--- config.mk ---
export PLATFORM = sky130hd
export DESIGN_NAME = icache_refill_responder_flat
export DESIGN_NICKNAME = d
export VERILOG_FILES = /design/src/rtl/icache_refill_responder_pkg.sv /design/src/rtl/icache_refill_responder_if.sv /design/src/rtl/icache_refill_responder_req_fifo.sv /design/src/rtl/icache_refill_responder.sv /design/src/flat_wrapper.sv
export SDC_FILE = /design/constraint.sdc
export NUM_CORES = 1
export LEC_CHECK = 0
export ABC_AREA = 1
export BUFFER_PORTS_ARGS = -buffer_cell sky130_fd_sc_hd__buf_2
export CAP_MARGIN = 20
export CORE_ASPECT_RATIO = 0.75
export CORE_UTILIZATION = 54
export CTS_CLUSTER_DIAMETER = 50
export DETAILED_ROUTE_END_ITERATION = 12
export PLACE_DENSITY = 0.88
export RECOVER_POWER = 100
export SKIP_CTS_REPAIR_TIMING = 1
export SYNTH_ARGS = -nofsm -noshare
export SYNTH_HDL_FRONTEND = slang
export SYNTH_SLANG_ARGS = --single-unit
--- constraint.sdc ---
create_clock -name clk -period 4.15 [get_ports clk]
set_clock_uncertainty 0.2 [all_clocks]
set_input_delay 0 -clock clk [delete_from_list [all_inputs] [get_ports clk]]
set_output_delay 0 -clock clk [all_outputs]
set_load 0.01 [all_outputs]
--- src/rtl/icache_refill_responder_pkg.sv ---
// Shared types and geometry helpers for the icache refill responder.
// Latency: n/a (types and constant functions only).
// Backpressure: n/a.
package icache_refill_pkg;

    typedef enum logic [1:0] {
        IDLE  = 2'd0,
        ISSUE = 2'd1,
        DRAIN = 2'd2,
        RESP  = 2'd3
    } refill_state_e;

    // Number of memory beats that make up one cache line.
    function automatic int nb_beats(input int fetch_data_width, input int mem_data_width);
        return fetch_data_width / mem_data_width;
    endfunction

    // Byte-offset bits inside one cache line.
    function automatic int line_ofs(input int fetch_data_width);
        return $clog2(fetch_data_width / 8);
    endfunction

    // Byte-offset bits inside one memory beat.
    function automatic int beat_ofs(input int mem_data_width);
        return $clog2(mem_data_width / 8);
    endfunction

endpackage

--- src/rtl/icache_refill_responder_if.sv ---
// Bundle of the refill (cache-facing) and beat memory (interconnect-facing) ports.
// Latency: n/a (wiring only); stat signals exist only with ICACHE_REFILL_STAT_EN.
// Backpressure: refill side via gnt, memory side via mem_gnt; responses never stall.
interface icache_refill_responder_if #(
    parameter int FETCH_ADDR_WIDTH = 32,
    parameter int FETCH_DATA_WIDTH = 128,
    parameter int MEM_DATA_WIDTH   = 32
);
    logic                        refill_req_i;
    logic                        refill_gnt_o;
    logic [FETCH_ADDR_WIDTH-1:0] refill_addr_i;
    logic                        refill_r_valid_o;
    logic [FETCH_DATA_WIDTH-1:0] refill_r_data_o;
    logic                        mem_req_o;
    logic                        mem_gnt_i;
    logic [FETCH_ADDR_WIDTH-1:0] mem_addr_o;
    logic                        mem_r_valid_i;
    logic [MEM_DATA_WIDTH-1:0]   mem_r_data_i;
    logic                        busy_o;
`ifdef ICACHE_REFILL_STAT_EN
    logic                        stat_clear_i;
    logic                        stat_enable_i;
    logic [31:0]                 stat_line_count_o;
    logic [31:0]                 stat_wait_count_o;
`endif

    // Responder side.
    modport slave (
        input  refill_req_i, refill_addr_i, mem_gnt_i, mem_r_valid_i, mem_r_data_i,
`ifdef ICACHE_REFILL_STAT_EN
        input  stat_clear_i, stat_enable_i,
        output stat_line_count_o, stat_wait_count_o,
`endif
        output refill_gnt_o, refill_r_valid_o, refill_r_data_o, mem_req_o, mem_addr_o, busy_o
    );

    // Cache + memory side driving the responder.
    modport master (
        output refill_req_i, refill_addr_i, mem_gnt_i, mem_r_valid_i, mem_r_data_i,
`ifdef ICACHE_REFILL_STAT_EN
        output stat_clear_i, stat_enable_i,
        input  stat_line_count_o, stat_wait_count_o,
`endif
        input  refill_gnt_o, refill_r_valid_o, refill_r_data_o, mem_req_o, mem_addr_o, busy_o
    );

endinterface

--- src/rtl/icache_refill_responder_req_fifo.sv ---
// Small FIFO holding pending line-refill addresses.
// Latency: push visible at head one cycle later; pop takes effect at the clock edge.
// Backpressure: full blocks pushes (push while full is ignored); pop while empty is ignored.
module refill_req_fifo #(
    parameter int DEPTH = 2,
    parameter int WIDTH = 32,
    parameter int CNTW  = $clog2(DEPTH + 1)
) (
    input  logic             clk,
    input  logic             rst,
    input  logic             push,
    input  logic             pop,
    input  logic [WIDTH-1:0] push_data,
    output logic [WIDTH-1:0] head,
    output logic             full,
    output logic             empty,
    output logic [CNTW-1:0]  count
);
    localparam int PW = (DEPTH > 1) ? $clog2(DEPTH) : 1;

    logic [WIDTH-1:0] mem_q [DEPTH];
    logic [PW-1:0]    wr_ptr_q;
    logic [PW-1:0]    rd_ptr_q;
    logic [CNTW-1:0]  count_q;
    logic             do_push;
    logic             do_pop;

    assign full    = (count_q == CNTW'(DEPTH));
    assign empty   = (count_q == '0);
    assign count   = count_q;
    assign head    = mem_q[rd_ptr_q];
    assign do_push = push && !full;
    assign do_pop  = pop && !empty;

    // Storage write; contents need no reset because occupancy gates every read.
    always_ff @(posedge clk) begin
        if (do_push) begin
            mem_q[wr_ptr_q] <= push_data;
        end
    end

    // Pointers and occupancy, wrapping at DEPTH.
    always_ff @(posedge clk) begin
        if (rst) begin
            wr_ptr_q <= '0;
            rd_ptr_q <= '0;
            count_q  <= '0;
        end else begin
            if (do_push) begin
                wr_ptr_q <= (wr_ptr_q == PW'(DEPTH - 1)) ? '0 : wr_ptr_q + PW'(1);
            end
            if (do_pop) begin
                rd_ptr_q <= (rd_ptr_q == PW'(DEPTH - 1)) ? '0 : rd_ptr_q + PW'(1);
            end
            count_q <= count_q + CNTW'(do_push) - CNTW'(do_pop);
        end
    end

endmodule

--- src/rtl/icache_refill_responder.sv ---
// Refill responder: queues line requests, fetches each line as NB_BEATS memory beats, returns it whole.
// Latency: first mem_req 2 cycles after grant; r_valid 7 cycles after grant for 4 beats at 1-cycle memory.
// Backpressure: refill gnt = !fifo_full; mem_gnt stalls beat issue; r_valid pulse is never stalled. Optional stats: ICACHE_REFILL_STAT_EN.
module icache_refill_responder
    import icache_refill_pkg::*;
#(
    parameter int FETCH_ADDR_WIDTH = 32,
    parameter int FETCH_DATA_WIDTH = 128,
    parameter int MEM_DATA_WIDTH   = 32,
    parameter int REQ_FIFO_DEPTH   = 2
) (
    input logic                      clk,
    input logic                      rst,
    icache_refill_responder_if.slave bus
);
    localparam int NB_BEATS = nb_beats(FETCH_DATA_WIDTH, MEM_DATA_WIDTH);
    localparam int LINE_OFS = line_ofs(FETCH_DATA_WIDTH);
    localparam int BEAT_OFS = beat_ofs(MEM_DATA_WIDTH);
    localparam int CW       = $clog2(NB_BEATS) + 1;
    localparam int FCW      = $clog2(REQ_FIFO_DEPTH + 1);
    localparam logic [FETCH_ADDR_WIDTH-1:0] LINE_MASK =
        ~((FETCH_ADDR_WIDTH'(1) << LINE_OFS) - FETCH_ADDR_WIDTH'(1));

    refill_state_e               state_q, state_d;
    logic [CW-1:0]               issue_cnt_q, issue_cnt_d;
    logic [CW-1:0]               rx_cnt_q, rx_cnt_d;
    logic [FETCH_DATA_WIDTH-1:0] data_q;
    logic [FETCH_ADDR_WIDTH-1:0] head_addr;
    logic                        fifo_full;
    logic                        fifo_empty;
    logic [FCW-1:0]              fifo_count;
    logic                        push;
    logic                        pop;
    logic                        collect;

    // Gnt is held low during reset and is independent of the request itself.
    assign bus.refill_gnt_o = !rst && !fifo_full;
    assign push             = bus.refill_req_i && bus.refill_gnt_o;
    assign collect          = ((state_q == ISSUE) || (state_q == DRAIN)) && bus.mem_r_valid_i;
    assign bus.busy_o       = !fifo_empty || (state_q != IDLE);
    assign bus.refill_r_data_o = data_q;

    refill_req_fifo #(
        .DEPTH (REQ_FIFO_DEPTH),
        .WIDTH (FETCH_ADDR_WIDTH),
        .CNTW  (FCW)
    ) u_req_fifo (
        .clk       (clk),
        .rst       (rst),
        .push      (push),
        .pop       (pop),
        .push_data (bus.refill_addr_i & LINE_MASK),
        .head      (head_addr),
        .full      (fifo_full),
        .empty     (fifo_empty),
        .count     (fifo_count)
    );

    // Next-state, beat counters and handshake outputs.
    always_comb begin
        state_d              = state_q;
        issue_cnt_d          = issue_cnt_q;
        rx_cnt_d             = rx_cnt_q + CW'(collect);
        pop                  = 1'b0;
        bus.mem_req_o        = 1'b0;
        bus.mem_addr_o       = '0;
        bus.refill_r_valid_o = 1'b0;
        case (state_q)
            IDLE: begin
                issue_cnt_d = '0;
                rx_cnt_d    = '0;
                if (!fifo_empty) begin
                    state_d = ISSUE;
                end
            end
            ISSUE: begin
                bus.mem_req_o  = 1'b1;
                bus.mem_addr_o = head_addr | (FETCH_ADDR_WIDTH'(issue_cnt_q) << BEAT_OFS);
                if (bus.mem_gnt_i) begin
                    issue_cnt_d = issue_cnt_q + CW'(1);
                    if (issue_cnt_q == CW'(NB_BEATS - 1)) begin
                        // Zero-latency memory can finish the line on its last grant.
                        state_d = (rx_cnt_d == CW'(NB_BEATS)) ? RESP : DRAIN;
                    end
                end
            end
            DRAIN: begin
                if (rx_cnt_d == CW'(NB_BEATS)) begin
                    state_d = RESP;
                end
            end
            RESP: begin
                bus.refill_r_valid_o = 1'b1;
                pop                  = 1'b1;
                issue_cnt_d          = '0;
                rx_cnt_d             = '0;
                // Another entry remains after this pop: stream straight into the next line.
                state_d = ((fifo_count > FCW'(1)) || push) ? ISSUE : IDLE;
            end
            default: state_d = IDLE;
        endcase
    end

    // State and counter registers.
    always_ff @(posedge clk) begin
        if (rst) begin
            state_q     <= IDLE;
            issue_cnt_q <= '0;
            rx_cnt_q    <= '0;
        end else begin
            state_q     <= state_d;
            issue_cnt_q <= issue_cnt_d;
            rx_cnt_q    <= rx_cnt_d;
        end
    end

    // Line assembly: each arriving beat lands in the slice selected by rx_cnt.
    always_ff @(posedge clk) begin
        if (rst) begin
            data_q <= '0;
        end else if (collect) begin
            for (int b = 0; b < NB_BEATS; b++) begin
                if (rx_cnt_q == CW'(b)) begin
                    data_q[b*MEM_DATA_WIDTH +: MEM_DATA_WIDTH] <= bus.mem_r_data_i;
                end
            end
        end
    end

`ifdef ICACHE_REFILL_STAT_EN
    logic [31:0] line_cnt_q;
    logic [31:0] wait_cnt_q;

    assign bus.stat_line_count_o = line_cnt_q;
    assign bus.stat_wait_count_o = wait_cnt_q;

    // Saturating line and wait counters; clear wins over increment.
    always_ff @(posedge clk) begin
        if (rst || bus.stat_clear_i) begin
            line_cnt_q <= '0;
            wait_cnt_q <= '0;
        end else if (bus.stat_enable_i) begin
            if ((state_q == RESP) && (line_cnt_q != '1)) begin
                line_cnt_q <= line_cnt_q + 32'd1;
            end
            if (((state_q == ISSUE) || (state_q == DRAIN)) && !fifo_empty && (wait_cnt_q != '1)) begin
                wait_cnt_q <= wait_cnt_q + 32'd1;
            end
        end
    end
`endif

endmodule

--- src/flat_wrapper.sv ---
// flat-port wrapper written by rule: the top's interface ports become plain ports
module icache_refill_responder_flat import icache_refill_pkg::*;
#(
    parameter int FETCH_ADDR_WIDTH = 32,
    parameter int FETCH_DATA_WIDTH = 128,
    parameter int MEM_DATA_WIDTH   = 32,
    parameter int REQ_FIFO_DEPTH   = 2
)
  (clk, rst, bus_refill_req_i, bus_refill_addr_i, bus_mem_gnt_i, bus_mem_r_valid_i, bus_mem_r_data_i, bus_refill_gnt_o, bus_refill_r_valid_o, bus_refill_r_data_o, bus_mem_req_o, bus_mem_addr_o, bus_busy_o);
  icache_refill_responder_if #(.FETCH_ADDR_WIDTH(FETCH_ADDR_WIDTH), .FETCH_DATA_WIDTH(FETCH_DATA_WIDTH), .MEM_DATA_WIDTH(MEM_DATA_WIDTH)) bus_i ();
  input logic clk;
  input logic rst;
  input wire logic [$bits(bus_i.refill_req_i)-1:0] bus_refill_req_i;
  input wire logic [$bits(bus_i.refill_addr_i)-1:0] bus_refill_addr_i;
  input wire logic [$bits(bus_i.mem_gnt_i)-1:0] bus_mem_gnt_i;
  input wire logic [$bits(bus_i.mem_r_valid_i)-1:0] bus_mem_r_valid_i;
  input wire logic [$bits(bus_i.mem_r_data_i)-1:0] bus_mem_r_data_i;
  output wire logic [$bits(bus_i.refill_gnt_o)-1:0] bus_refill_gnt_o;
  output wire logic [$bits(bus_i.refill_r_valid_o)-1:0] bus_refill_r_valid_o;
  output wire logic [$bits(bus_i.refill_r_data_o)-1:0] bus_refill_r_data_o;
  output wire logic [$bits(bus_i.mem_req_o)-1:0] bus_mem_req_o;
  output wire logic [$bits(bus_i.mem_addr_o)-1:0] bus_mem_addr_o;
  output wire logic [$bits(bus_i.busy_o)-1:0] bus_busy_o;
  assign bus_i.refill_req_i = bus_refill_req_i;
  assign bus_i.refill_addr_i = bus_refill_addr_i;
  assign bus_i.mem_gnt_i = bus_mem_gnt_i;
  assign bus_i.mem_r_valid_i = bus_mem_r_valid_i;
  assign bus_i.mem_r_data_i = bus_mem_r_data_i;
  assign bus_refill_gnt_o = bus_i.refill_gnt_o;
  assign bus_refill_r_valid_o = bus_i.refill_r_valid_o;
  assign bus_refill_r_data_o = bus_i.refill_r_data_o;
  assign bus_mem_req_o = bus_i.mem_req_o;
  assign bus_mem_addr_o = bus_i.mem_addr_o;
  assign bus_busy_o = bus_i.busy_o;
  icache_refill_responder #(.FETCH_ADDR_WIDTH(FETCH_ADDR_WIDTH), .FETCH_DATA_WIDTH(FETCH_DATA_WIDTH), .MEM_DATA_WIDTH(MEM_DATA_WIDTH), .REQ_FIFO_DEPTH(REQ_FIFO_DEPTH)) u_core (.clk(clk), .rst(rst), .bus(bus_i));
endmodule
# Yosys cells after proc, flatten, opt, wreduce, memory -nomap -nowiden
# Memories as Yosys holds them, arrays and structs flattened. A register that Yosys moved wholly into a read port is not among the register bits.
# Cells that the tools add are included.
[totals] memories=1 wordCells=74 regBits=140 out_inout_bits=164 ramBits=56 input_bits=69
[op_classes] n_lt_le_gt_ge=1 eq_ne=13 muxes=18 bitwise=1 n_reduce_logical=24 n_addsub=6
[memory_table] memory="u_core.u_req_fifo.mem_q" words=2 width=28 rd=1 rd_clocked_by_memory_dff=1 write_ports=1 line_no="icache_refill_responder_req_fifo.sv:21" source="logic [WIDTH-1:0] mem_q [DEPTH];"
[ops] operator="two-way mux 32 bit" n=1
[ops] operator="bitwise OR 32 x 5 -> 32 bit" n=1
[ops] operator="two-way mux 1 bit" n=10
[ops] operator="AND reduction 2 bit" n=5
[ops] operator="== test 3 x 2 -> 1 bit (second input constant)" n=3
[ops] operator="two-way mux 2 bit" n=4
[ops] operator="!= test 2 bit (second input constant)" n=4
[ops] operator="one-hot mux 2 bit (4 select lines)" n=1
[ops] operator="== test 2 bit (second input constant)" n=3
[ops] operator="one-hot mux 3 bit (2 select lines)" n=1
[ops] operator="logical AND 1 bit" n=5
[ops] operator="zero test 2 bit" n=2
[ops] operator="AND reduction 4 bit" n=1
[ops] operator="nonzero test 2 bit" n=2
[ops] operator="adder 3 x 1 -> 3 bit" n=1
[ops] operator="adder 3 x 1 -> 3 bit (second input constant)" n=1
[ops] operator="== test 3 x 1 -> 1 bit (second input constant)" n=1
[ops] operator="== test 3 bit (second input constant)" n=1
[ops] operator="zero test 1 bit" n=3
[ops] operator="zero test 3 bit" n=1
[ops] operator="logical OR 1 bit" n=3
[ops] operator="two-way mux 3 bit" n=1
[ops] operator="OR reduction 3 bit" n=1
[ops] operator="adder 1 bit (second input constant)" n=2
[ops] operator="other kinds (5)" n=5

# Logic depth before layout (Yosys ltp)
[depth] word_depth=9 depth_mapped=14 ltp_nobuf=14

# Cells and area by module
# From an unflattened synthesis, not the netlist that was laid out.
[unflattened] hier_cells=857 hier_area_um2=8272.9
[by_module_without_submodules] module="icache_refill_responder" area_each_um2=5555.3 cells_each=718 seq_area_each_um2=2722.6 n_inst=1
[by_module_without_submodules] module="refill_req_fifo" area_each_um2=2717.6 cells_each=139 seq_area_each_um2=2021.9 n_inst=1

# Least setup slack after synthesis
# No wires, ideal clock.
[synth_path] kind="reg2reg" from="reg u_core.u_req_fifo.count_q[0] (netlist: u_core.u_req_fifo.count[0])" to="mem u_core.u_req_fifo.mem_q[0][0] (netlist name) (enable)" slack_ps=1754 arrival_time_ps=1783 synth_period_minus_slack_ps=2396 t_required_ps=3537 setup_ps=413 stages_incl_launch_ff=5 path_buffers=0 cell_sequence="dfxtp_1 -> inv_1 -> nand2_1 -> nand3_1 -> nor2_1"
[synth_between] elab_chain_cells=7
[synth_rtl] element="start, declared" line_no="icache_refill_responder_req_fifo.sv:24" source="logic [CNTW-1:0] count_q;"
[synth_rtl] element="start signal, assigned" line_no="icache_refill_responder_req_fifo.sv:55" source="count_q <= count_q + CNTW'(do_push) - CNTW'(do_pop);"
[synth_rtl] element="== test 2 bit (*)" line_no="icache_refill_responder_req_fifo.sv:28" source="assign full = (count_q == CNTW'(DEPTH));"
[synth_rtl] element="zero test 1 bit (*)" line_no="icache_refill_responder_req_fifo.sv:32, icache_refill_responder.sv:37"
[synth_rtl] element="logical AND 1 bit" line_no="icache_refill_responder.sv:37" source="assign bus.refill_gnt_o = !rst && !fifo_full;"
[synth_rtl] element="logical AND 1 bit" line_no="icache_refill_responder.sv:38" source="assign push = bus.refill_req_i && bus.refill_gnt_o;"
[synth_rtl] element="logical AND 1 bit (*)" line_no="icache_refill_responder_req_fifo.sv:32" source="assign do_push = push && !full;"
[synth_rtl] element="two-way mux 1 bit (*)" line_no="icache_refill_responder_req_fifo.sv:37" source="if (do_push) begin"
[synth_rtl] element="two-way mux 1 bit (implied by the code) (*)" line_no="icache_refill_responder_req_fifo.sv:38" source="mem_q[wr_ptr_q] <= push_data;"
[synth_rtl] element="end, declared" line_no="icache_refill_responder_req_fifo.sv:21"
# Mark *: on every way between the ends. The rest lies on a longest branch, timed or not.

# Final worst setup path
[layout_path] from="reg u_core.state_q[0]" to="reg u_core.data_q[79] (netlist: u_core.bus.refill_r_data_o[79])"
[layout_between] elab_chain_cells=4 elab_cells_between_ends=5 classes_between="2 x eq/ne; 3 x reduce/logical"
[layout_rtl] element="start, declared" line_no="icache_refill_responder.sv:24" source="refill_state_e state_q, state_d;"
[layout_rtl] element="start signal, assigned" line_no="icache_refill_responder.sv:111" source="state_q <= state_d;"
[layout_rtl] element="== test 2 x 1 -> 1 bit or == test 2 bit (tied branches)" line_no="icache_refill_responder.sv:39" source="assign collect = ((state_q == ISSUE) || (state_q == DRAIN)) && bus.mem_r_valid_i;"
[layout_rtl] element="logical OR 1 bit (*)" line_no="icache_refill_responder.sv:39"
[layout_rtl] element="logical AND 1 bit (*)" line_no="icache_refill_responder.sv:39"
[layout_rtl] element="AND reduction 2 bit (no line) (*)"
[layout_rtl] element="end signal, assigned by index" line_no="icache_refill_responder.sv:124" source="data_q[b*MEM_DATA_WIDTH +: MEM_DATA_WIDTH] <= bus.mem_r_data_i;"
[layout_rtl] element="end, declared" line_no="icache_refill_responder.sv:27" source="logic [FETCH_DATA_WIDTH-1:0] data_q;"
# Marked as above.
# A chain may end at the register's enable or synchronous reset.

==> results.yml <==
outcome:
  outcome: "finished, violations left"
  violations: "max-capacitance violations, max-slew violations"
die:
  die_w_um: 136
  core_area_um2: 13100
  die_h_um: 103
  die_area_um2: 14000
  rows: 36
  start_util_pct: 55.9
  ios: 233
grt:
  grt_pass1_wl_mm: 27.8
  grt_overflow: 0
  grt_pass1_vias: 5604
  grt_max_degree: 103
  antenna_found_initial: 0
  grtUsageTotal_pct: 26.5
drt:
  vias: 6801
  drt-total-wl_mm: 21.3
  drc: 0
  postRouteAntennaNets: 0
  vias_per_cell: 5.33
  drt-initial-drc-count: 471
  drtPass1Iterations: 6
  drt-wirelength-per-cell_um: 16.7
timing:
  hold_violations: 0
  fin_ws_ns: 0.655
  max_slew.worst_pin.slew_ns: 1.95
  max_freq_ghz: 0.286
  period_share_pct: 84.2
  fin_hold_ws_ns: 0.0913
  rsz0062_at_grt: "false"
  setup_violations: 0
  report.final.slew_viol_count: 39
  fin_crit_ns: 3.50
  relSlewSlack_pct: -29.9
  tns_ns: 0
worst_hold_path:
  min_from: "bus_refill_addr_i[6]"
  min_delay_worst_endpoint: "u_core.u_req_fifo.mem_q[0][2]"
  min_path_type: "in2reg"
  holdPathStages: 2
place:
  io_buffers: 226
  dpl_cell_area_um2: 8440
  pre_cts_ws_ns: 1.25
  place_hpwl_mm: 12.2
  place_congestion: 0.805
  post-place-cells: 1174
synthesis:
  synth_cell_types: 23
  syn_area_um2: 7320
  syn-instance-count: 822
  synth_area_per_cell_um2: 8.91
  yosys_warnings: 0
  synth_seq_cells: 197
  yosysSeqAreaShare_pct: 61.5
finish:
  layout_common_cells: "259 x nor2_1, 175 x clkbuf_1, 141 x dfxtp_1, 128 x o21ai_0, 69 x dlygate4sd3_1"
  final_core_util_pct: 73.1
  nets: 1171
  drive_gt1_share_pct: 9.05
  area_growth_pct: 30.9
  final_cells: 1276
  final_cell_area_um2: 9580
  n_fill_cell: 989
  antenna_cells: 0
  layout_commonest_cell: "nor2_1"
worst_setup_path:
  endpoint_kind: "flip-flop"
  rrSetupSlack_ns: 0.65
  cp.arrival_ns: 3.64
  worstPathRequired_ns: 4.30
  start_kind: "flip-flop"
  reg2regPathDepth: 8
  crit_type: "reg2reg"
  reg2reg_to: "u_core.bus.refill_r_data_o[79]"
  cp_max_fo: 33
  r2r-start: "u_core.state_q[0]"
clocking:
  htreeDepth: 4
  cts_sinks: 197
  numCtsBuffers: 17
  cts_tree: "yes"
  cts.path.max_buffers: 2
  worstSkewPairLatency_ns: 0.43
  cts_root_buf: "clkbuf_16"
  clk_pin_slew_ns: 0.07
power:
  power_density_nw_per_um2: 530
  power_mw: 5.07
  p_leak_nw: 3.62
  peakVddDrop_uv: 421
job:
  cap_violations: 1
==> worst max path at each step <==
stage                                     startpoint                             end  slack [ns]
after floorplan           u_core.u_req_fifo.count[0]   u_core.u_req_fifo.mem_q[0][0]        1.75
after global placement             u_core.state_q[1]  u_core.bus.refill_r_data_o[87]        1.36
after detailed placement           u_core.state_q[0]  u_core.bus.refill_r_data_o[72]        1.25
after CTS                          u_core.state_q[0]  u_core.bus.refill_r_data_o[72]        1.23
after global routing               u_core.state_q[0]  u_core.bus.refill_r_data_o[79]        0.53
final                              u_core.state_q[0]  u_core.bus.refill_r_data_o[79]        0.65
==> flip-flops by register name, summed over array words and instances, names as in the netlist, named ones only <==
| name | cells |
|---|---|
| u_core.issue_cnt_q | 3 |
| u_core.u_req_fifo.rd_ptr_q | 1 |
| u_core.state_q | 2 |
| u_core.u_req_fifo.wr_ptr_q | 1 |
| u_core.bus.refill_r_data_o | 128 |
| u_core.u_req_fifo.count | 2 |
| u_core.u_req_fifo.mem_q | 56 |
| u_core.rx_cnt_q | 3 |
==> logic make-up after synthesis <==
logic type,Yosys count,synth area share [%]
compound gates,172,11.8
xor+xnor,1,0.120
fa+ha+maj,10,1.71
buf+inv,83,5.42
flops,197,61.5
other cells,1,0.0512
simple gates,358,19.4
==> critical path, cell delays in order (launching register included) <==
cell,delay [ns]
dfxtp_1,0.37
inv_1,0.10
ha_1,0.39
nand2_1,0.17
nor2_4,0.28
nand2_2,0.47
inv_1,1.14
nor2_1,0.07
nor2_1,0.20
==> cell usage after synthesis <==
master    number  area share [%]
inv_2          4            0.21
nor2_2         2            0.17
nand2_1       52             2.7
buf_4          2            0.21
a211oi_1       1            0.10
nand3b_1       1            0.10
conb_1         1           0.051
inv_1         27             1.4
buf_1          3            0.15
o21ai_0      128             8.8
clkbuf_1      30             1.5
xnor2_1        1            0.12
nor2_4         1            0.15
buf_6          9             1.4
a21oi_1       43             2.9
buf_2          8            0.55
nor2_1       260              13
dfxtp_1      141              39
edfxtp_1      56              23
nand3_1       37             2.5
nand4_1        1           0.086
nand2_2        4            0.34
ha_1          10             1.7
==> layout make-up <==
class / count / area [um2] / area share, %
Clock buffer: 19 / 464 / 4.85
Clock inverter: 13 / 213 / 2.22
Tap cell: 171 / 214 / 2.23
Multi-Input combinational cell: 543 / 2420 / 25.3
Timing Repair Buffer: 302 / 1650 / 17.2
Inverter: 31 / 116 / 1.21
Sequential cell: 197 / 4500 / 47.0
==> metal layers <==
metal | vias up | GRT usage, % | share of wire (%)
met2 | 390 | 44.9 | 50
met4 | 0 | 12.3 | 3.0
met1 | 3119 | 32.9 | 39
li1 | 3232 | - | -
met5 | - | 0 | 0
met3 | 60 | 5.16 | 8.1
==> power breakdown <==
part           leakage (nW)  internal (mW)  switching [mW]
clock network         0.332           1.13           0.744
logic                  1.63          0.311           0.649
registers              1.66           2.15          0.0874
total                  3.62           3.59            1.48
(Power assumes the default switching activity.)
